<file path="src/rtl/msrv32_trap_pkg.sv">
// rtl/msrv32_trap_pkg.sv - shared encodings for the MSRV32 machine-mode trap controller
package msrv32_trap_pkg;

    typedef enum logic [2:0] {
        ST_RESET       = 3'd0,
        ST_OPERATING   = 3'd1,
        ST_TRAP_TAKEN  = 3'd2,
        ST_TRAP_RETURN = 3'd3,
        ST_WFI_SLEEP   = 3'd4
    } trap_state_t;

    localparam logic [1:0] PC_BOOT = 2'b00;
    localparam logic [1:0] PC_EPC  = 2'b01;
    localparam logic [1:0] PC_TRAP = 2'b10;
    localparam logic [1:0] PC_NEXT = 2'b11;

    localparam logic [4:0] CAUSE_INSTR_MISALIGNED = 5'd0;
    localparam logic [4:0] CAUSE_ILLEGAL          = 5'd2;
    localparam logic [4:0] CAUSE_BREAKPOINT       = 5'd3;
    localparam logic [4:0] CAUSE_LOAD_MISALIGNED  = 5'd4;
    localparam logic [4:0] CAUSE_STORE_MISALIGNED = 5'd6;
    localparam logic [4:0] CAUSE_ECALL_M          = 5'd11;
    localparam logic [4:0] CAUSE_MSI              = 5'd3;
    localparam logic [4:0] CAUSE_MTI              = 5'd7;
    localparam logic [4:0] CAUSE_MEI              = 5'd11;
    localparam logic [4:0] CAUSE_LOCAL_BASE       = 5'd16;

    localparam logic [4:0] OPCODE_SYSTEM = 5'b11100;
    localparam logic [2:0] FUNCT3_PRIV   = 3'b000;
    localparam logic [6:0] FUNCT7_ECALL  = 7'b0000000;
    localparam logic [4:0] RS2_ECALL     = 5'b00000;
    localparam logic [4:0] RS2_EBREAK    = 5'b00001;
    localparam logic [6:0] FUNCT7_MRET   = 7'b0011000;
    localparam logic [4:0] RS2_MRET      = 5'b00010;
    localparam logic [6:0] FUNCT7_WFI    = 7'b0001000;
    localparam logic [4:0] RS2_WFI       = 5'b00101;

endpackage

</file>
<file path="src/rtl/msrv32_irq_prio_enc.sv">
// rtl/msrv32_irq_prio_enc.sv - fixed-priority interrupt resolver (local lines, MEI, MSI, MTI)
// Ports: std_pend_in/std_en_in {mei,msi,mti}; local_pend_in/local_en_in per local line;
//        valid_out = any enabled pending line; cause_out = winning cause code.
module msrv32_irq_prio_enc
    import msrv32_trap_pkg::*;
#(
    parameter int NUM_LOCAL_IRQ = 4,
    localparam int LW = (NUM_LOCAL_IRQ > 0) ? NUM_LOCAL_IRQ : 1
) (
    input  logic [2:0]    std_pend_in,
    input  logic [2:0]    std_en_in,
    input  logic [LW-1:0] local_pend_in,
    input  logic [LW-1:0] local_en_in,
    output logic          valid_out,
    output logic [4:0]    cause_out
);

    // Lowest priority is evaluated first so each later match overrides it.
    always_comb begin
        valid_out = 1'b0;
        cause_out = 5'd0;
        if (std_pend_in[0] && std_en_in[0]) begin
            valid_out = 1'b1;
            cause_out = CAUSE_MTI;
        end
        if (std_pend_in[1] && std_en_in[1]) begin
            valid_out = 1'b1;
            cause_out = CAUSE_MSI;
        end
        if (std_pend_in[2] && std_en_in[2]) begin
            valid_out = 1'b1;
            cause_out = CAUSE_MEI;
        end
        for (int k = 0; k < NUM_LOCAL_IRQ; k++) begin
            if (local_pend_in[k] && local_en_in[k]) begin
                valid_out = 1'b1;
                cause_out = CAUSE_LOCAL_BASE | 5'(k);
            end
        end
    end

endmodule

</file>
<file path="src/rtl/msrv32_trap_controller.sv">
// rtl/msrv32_trap_controller.sv - machine-mode trap FSM: exception/interrupt priority, trap vector, MRET/WFI
// Ports: clock/reset; exception flags and instruction fields; mstatus.MIE, mie/mip bits,
//        local enable/pending vectors, mtvec; outputs cause/i_or_e (registered), trap
//        address, pc_src select and one-cycle control strobes toward CSR file and pipeline.
module msrv32_trap_controller
    import msrv32_trap_pkg::*;
#(
    parameter int         NUM_LOCAL_IRQ = 4,
    parameter logic [1:0] RESET_PC_SRC  = 2'b00,
    localparam int        LW = (NUM_LOCAL_IRQ > 0) ? NUM_LOCAL_IRQ : 1
) (
    input  logic          ms_riscv32_mp_clk_in,
    input  logic          ms_riscv32_mp_rst_in,
    input  logic          illegal_instr_in,
    input  logic          misaligned_instr_in,
    input  logic          misaligned_load_in,
    input  logic          misaligned_store_in,
    input  logic [4:0]    opcode_6_to_2_in,
    input  logic [2:0]    funct3_in,
    input  logic [6:0]    funct7_in,
    input  logic [4:0]    rs1_addr_in,
    input  logic [4:0]    rs2_addr_in,
    input  logic [4:0]    rd_addr_in,
    input  logic          mie_in,
    input  logic          meie_in,
    input  logic          mtie_in,
    input  logic          msie_in,
    input  logic          meip_in,
    input  logic          mtip_in,
    input  logic          msip_in,
    input  logic [LW-1:0] local_irq_en_in,
    input  logic [LW-1:0] local_irq_pend_in,
    input  logic [29:0]   mtvec_base_in,
    input  logic          mtvec_mode_in,
    output logic          i_or_e_out,
    output logic [4:0]    cause_out,
    output logic [31:0]   trap_addr_out,
    output logic [1:0]    pc_src_out,
    output logic          trap_taken_out,
    output logic          set_epc_out,
    output logic          set_cause_out,
    output logic          mie_clear_out,
    output logic          mie_set_out,
    output logic          flush_out,
    output logic          instret_inc_out,
    output logic          misaligned_exception_out,
    output logic          stall_out
);

    trap_state_t state, next_state;

    logic       priv_instr;
    logic       is_ecall, is_ebreak, is_mret, is_wfi;
    logic       exc_valid;
    logic [4:0] exc_cause;
    logic       irq_valid;
    logic [4:0] irq_cause;
    logic       irq_take;
    logic       trap;
    logic [4:0] trap_cause;

    assign priv_instr = (opcode_6_to_2_in == OPCODE_SYSTEM) && (funct3_in == FUNCT3_PRIV) &&
                        (rs1_addr_in == 5'd0) && (rd_addr_in == 5'd0);
    assign is_ecall   = priv_instr && (funct7_in == FUNCT7_ECALL) && (rs2_addr_in == RS2_ECALL);
    assign is_ebreak  = priv_instr && (funct7_in == FUNCT7_ECALL) && (rs2_addr_in == RS2_EBREAK);
    assign is_mret    = priv_instr && (funct7_in == FUNCT7_MRET)  && (rs2_addr_in == RS2_MRET);
    assign is_wfi     = priv_instr && (funct7_in == FUNCT7_WFI)   && (rs2_addr_in == RS2_WFI);

    always_comb begin
        exc_valid = 1'b1;
        exc_cause = 5'd0;
        if (misaligned_instr_in)       exc_cause = CAUSE_INSTR_MISALIGNED;
        else if (illegal_instr_in)     exc_cause = CAUSE_ILLEGAL;
        else if (is_ebreak)            exc_cause = CAUSE_BREAKPOINT;
        else if (is_ecall)             exc_cause = CAUSE_ECALL_M;
        else if (misaligned_load_in)   exc_cause = CAUSE_LOAD_MISALIGNED;
        else if (misaligned_store_in)  exc_cause = CAUSE_STORE_MISALIGNED;
        else                           exc_valid = 1'b0;
    end

    msrv32_irq_prio_enc #(.NUM_LOCAL_IRQ(NUM_LOCAL_IRQ)) u_prio (
        .std_pend_in   ({meip_in, msip_in, mtip_in}),
        .std_en_in     ({meie_in, msie_in, mtie_in}),
        .local_pend_in (local_irq_pend_in),
        .local_en_in   (local_irq_en_in),
        .valid_out     (irq_valid),
        .cause_out     (irq_cause)
    );

    // Interrupts beat any exception on the same instruction.
    assign irq_take   = mie_in && irq_valid;
    assign trap       = irq_take || exc_valid;
    assign trap_cause = irq_take ? irq_cause : exc_cause;

    always_ff @(posedge ms_riscv32_mp_clk_in or posedge ms_riscv32_mp_rst_in) begin
        if (ms_riscv32_mp_rst_in) begin
            state      <= ST_RESET;
            cause_out  <= 5'd0;
            i_or_e_out <= 1'b0;
        end else begin
            state <= next_state;
            if (state == ST_OPERATING && trap) begin
                cause_out  <= trap_cause;
                i_or_e_out <= irq_take;
            end
        end
    end

    always_comb begin
        next_state               = state;
        pc_src_out               = PC_NEXT;
        trap_taken_out           = 1'b0;
        set_epc_out              = 1'b0;
        set_cause_out            = 1'b0;
        mie_clear_out            = 1'b0;
        mie_set_out              = 1'b0;
        flush_out                = 1'b0;
        instret_inc_out          = 1'b0;
        misaligned_exception_out = 1'b0;
        stall_out                = 1'b0;
        case (state)
            ST_RESET: begin
                pc_src_out = RESET_PC_SRC;
                next_state = ST_OPERATING;
            end
            ST_OPERATING: begin
                if (trap) begin
                    next_state     = ST_TRAP_TAKEN;
                    trap_taken_out = 1'b1;
                    set_epc_out    = 1'b1;
                    set_cause_out  = 1'b1;
                    mie_clear_out  = 1'b1;
                    flush_out      = 1'b1;
                    misaligned_exception_out = !irq_take &&
                        ((exc_cause == CAUSE_INSTR_MISALIGNED) ||
                         (exc_cause == CAUSE_LOAD_MISALIGNED) ||
                         (exc_cause == CAUSE_STORE_MISALIGNED));
                end else if (is_mret) begin
                    next_state      = ST_TRAP_RETURN;
                    flush_out       = 1'b1;
                    instret_inc_out = 1'b1;
                end else if (is_wfi && !irq_valid) begin
                    // WFI retires only on wake-up, so no instret pulse here.
                    next_state = ST_WFI_SLEEP;
                end else begin
                    instret_inc_out = 1'b1;
                end
            end
            ST_TRAP_TAKEN: begin
                pc_src_out = PC_TRAP;
                next_state = ST_OPERATING;
            end
            ST_TRAP_RETURN: begin
                pc_src_out  = PC_EPC;
                mie_set_out = 1'b1;
                next_state  = ST_OPERATING;
            end
            ST_WFI_SLEEP: begin
                stall_out = 1'b1;
                // Wake on any enabled pending line even with global MIE clear.
                if (irq_valid) next_state = ST_OPERATING;
            end
            default: next_state = ST_RESET;
        endcase
    end

    assign trap_addr_out = {mtvec_base_in, 2'b00} +
                           ((mtvec_mode_in && i_or_e_out) ? {25'd0, cause_out, 2'b00} : 32'd0);

endmodule

</file>
<file path="config.mk">
export PLATFORM = sky130hd
export DESIGN_NAME = msrv32_trap_controller
export DESIGN_NICKNAME = d
export VERILOG_FILES = /design/src/rtl/msrv32_trap_pkg.sv /design/src/rtl/msrv32_irq_prio_enc.sv /design/src/rtl/msrv32_trap_controller.sv
export SDC_FILE = /design/constraint.sdc
export NUM_CORES = 1
export LEC_CHECK = 0
export CAP_MARGIN = 20
export CORE_AREA = 3 3 70 72
export CTS_CLUSTER_DIAMETER = 50
export DETAILED_ROUTE_END_ITERATION = 16
export DIE_AREA = 0 0 73 75
export PLACE_DENSITY_LB_ADDON = 0.08
export SLEW_MARGIN = 0
export SYNTH_ARGS = -nofsm -noshare
export SYNTH_HDL_FRONTEND = slang
export SYNTH_HIERARCHICAL = 1
export SYNTH_SLANG_ARGS = --single-unit
</file>
<file path="constraint.sdc">
create_clock -name ms_riscv32_mp_clk_in -period 5.92 [get_ports ms_riscv32_mp_clk_in]
set_clock_uncertainty 0.05 [all_clocks]
set_input_delay 0.592 -clock ms_riscv32_mp_clk_in [delete_from_list [all_inputs] [get_ports ms_riscv32_mp_clk_in]]
set_output_delay 0.592 -clock ms_riscv32_mp_clk_in [all_outputs]
set_load 0.01 [all_outputs]
</file>
==> impl_metrics.csv <==
group,metric,value,unit
yosys,synth_seq_area_share,15.5,%
floorplanning,initial_core_util,33.5,%
worst_setup_path,r2r-start,"state[1]",
run_status,status,"completed",
timing,hold_viol,0,
clocking,cts_root_buf,"clkbuf_8",
worst_hold_path,hp-class,"flop to flop",
clocking,cts_sinks,9,
worst_setup_path,crit_start,"mtvec_mode_in",
worst_setup_path,worstRegToRegCells,4,
timing,setup_viol,0,
routing,route.detailed.drc,0,
clocking,cts_tree,"done",
clocking,htreeDepth,1,
cells_and_area,nNetsFinal,416,
floorplanning,fp.dieW,73,um
timing,tightestPinTransition,847,ps
clocking,clk_pin_slew_worst_paths,40,ps
cells_and_area,drive_gt1_share,2.45,%
yosys,avgSynthCellArea,7.29,sq um
floorplanning,fp.coreArea,0.00435,sq mm
placement,dp_hpwl,4.21,mm
timing,min_period,4250,ps
power,power_density,103,mW/mm^2
routing,routed_wl,4.65,mm
routing,firstDrtPassIters,4,
floorplanning,ioPinCount,131,
yosys,synthArstFlopShare,100,%
timing,drv_slew,0,
global_routing,grt_pass1_vias,1756,
worst_setup_path,path_class,"input pin to output pin",
flow_run,cap_violations,0,
cells_and_area,seq_area,225,sq um
timing,holdWs,450,ps
timing,finalCritPeriodShare,71.8,%
routing,final_antenna_net_count,0,
yosys,synth_cell_types,48,
cells_and_area,fillers,416,
yosys,synth_area,0.00146,sq mm
yosys,ys_ff_latch,9,
floorplanning,dieArea,0.00548,sq mm
timing,max_freq,0.235,GHz
placement,numPortBuffers,128,
power,ir_worst_vdd,56.0,uV
timing,rsz0062_at_grt,"false",
clocking,post_cts.repair.setup_buffers,0,
yosys,ys.flop_type,"dfrtp_1",
worst_setup_path,cp.arrival,3610,ps
worst_setup_path,crit_fanout,7,
timing,relSlewSlack,43.2,%
clocking,cts_hold_buf,0,
timing,finalSetupTns,0,ps
yosys,netlist_instances,200,
worst_setup_path,r2r_end,"cause_out[1]",
worst_setup_path,r2r_slack,4410,ps
yosys,ys_warn_count,6,
global_routing,antenna_found_initial,0,
cells_and_area,antenna_cells,0,
power,leakage,1.11,nW
worst_setup_path,critPathCaptureType,"output pin",
yosys,synth_edf_count,0,
worst_setup_path,crit_required,5280,ps
cells_and_area,layout_commonest_cell,"clkdlybuf4s50_1",
cells_and_area,multi_input_area,0.00115,sq mm
cells_and_area,final_util,64.6,%
global_routing,grt_max_degree,11,
worst_setup_path,crit_end,"trap_addr_out[26]",
global_routing,grt_pass1_wl,7.29,mm
global_routing,grt_util_all_layers,16.4,%
cells_and_area,final_cell_mix,"clkdlybuf4s50_1 (128), xnor2_1 (24), nand2_1 (23)",
placement,place_congestion,0.825,
routing,wire_per_inst,12.3,um
routing,via_per_inst,5.07,
routing,vias,1921,
cells_and_area,layout-area-overhead-vs-synth,92.9,%
routing,drtIter0Drc,32,
floorplanning,fp.dieH,75,um
clocking,clkLatencyLatePin,220,ps
floorplanning,num_rows,24,
clocking,cts_buffers,3,
clocking,clk_path_buf_depth,2,
global_routing,grt_overflow_total,0,
clocking,cts_resized,0,
worst_setup_path,start_kind,"input pin",
## cells in the mapped netlist (3+ instances only)
library cell	n	area share (%)
xnor2_1	24	14
and3_1	9	3.9
a22oi_1	3	1.5
dfrtp_1	9	15
xor2_1	3	1.8
and4_1	4	2.4
a21o_1	4	2.1
nor2_1	13	3.3
inv_1	12	3.1
nand4_1	8	3.4
o21ai_0	7	2.4
nand3_1	15	5.2
and2_1	3	1.3
nor4_1	5	2.1
nor3_1	4	1.4
a21oi_1	8	2.7
ha_1	5	4.3
buf_4	5	2.6
nand2_1	23	5.9
## cells by family (layout without fill, tap and decap cells)
group / count (synthesis) / after routing / synth area share [%]
adder cells (fa/ha/maj): 6 / 6 / 5.67
buffers and inverters: 18 / 144 / 5.92
multiplexers: 1 / 1 / 0.687
flip-flops: 9 / 9 / 15.5
AO/OA/AOI/OAI: 40 / 40 / 19.0
other: 1 / 2 / 0.257
XOR/XNOR: 27 / 27 / 16.2
AND/OR/NAND/NOR: 98 / 98 / 36.8
## stage by stage
| step | cells | setup slack (ps) | area (sq um) | total power, mW |
|---|---|---|---|---|
| 2_1_floorplan | 201 | 2870 | 1460 | 0.120 |
| 3_3_place_gp | 375 | 1720 | 2770 | 0.222 |
| 3_5_place_dp | 375 | 1650 | 2770 | 0.223 |
| 4_1_cts | 379 | 1650 | 2810 | 0.292 |
| 5_1_grt | 379 | 1450 | 2810 | 0.308 |
| 6_report | 379 | 1670 | 2810 | 0.289 |
## worst min path at each step
stage,startpoint,end,slack [ps],cells past startpoint
after detailed placement,cause_out[4],cause_out[4],450,1
final,cause_out[4],cause_out[4],450,1
after global placement,cause_out[4],cause_out[4],440,1
after floorplan,ms_riscv32_mp_rst_in,cause_out[0],370,1
after global routing,cause_out[4],cause_out[4],480,1
after CTS,cause_out[4],cause_out[4],460,1
## registers in the layout (all words and copies together) (netlist names)
signal and cells:
state 3, cause_out 5, i_or_e_out 1
## worst max-delay path, cell delays in order
cell and delay [ps]:
clkdlybuf4s50_1 520, and3_1 170, ha_1 180, inv_1 60
fa_1 390, nor2b_1 150, o31ai_1 120, a21oi_1 520
nand4_1 200, xnor2_1 160, clkdlybuf4s50_1 550
## per-layer routing
| layer | vias up | global-route usage (%) | routed length [um] |
|---|---|---|---|
| li1 | 982 | - | - |
| met1 | 850 | 20.1 | 1930 |
| met2 | 87 | 28.4 | 2260 |
| met3 | 2 | 3.34 | 422 |
| met4 | 0 | 5.74 | 42 |
| met5 | - | 0 | 0 |
## layout make-up
cell class | count | area share (%)
Clock buffer | 4 | 1.60
Sequential cell | 9 | 8.01
Timing Repair Buffer | 128 | 45.6
Tap cell | 52 | 2.31
Inverter | 12 | 1.60
Multi-Input combinational cell | 174 | 40.9
## power by group
part / switching, mW / internal, mW
sequential: 0.00350 / 0.0654
clock: 0.0206 / 0.0466
combinational: 0.0544 / 0.0982
total: 0.0785 / 0.210
Note: power is estimated with default switching activity, not from simulation.
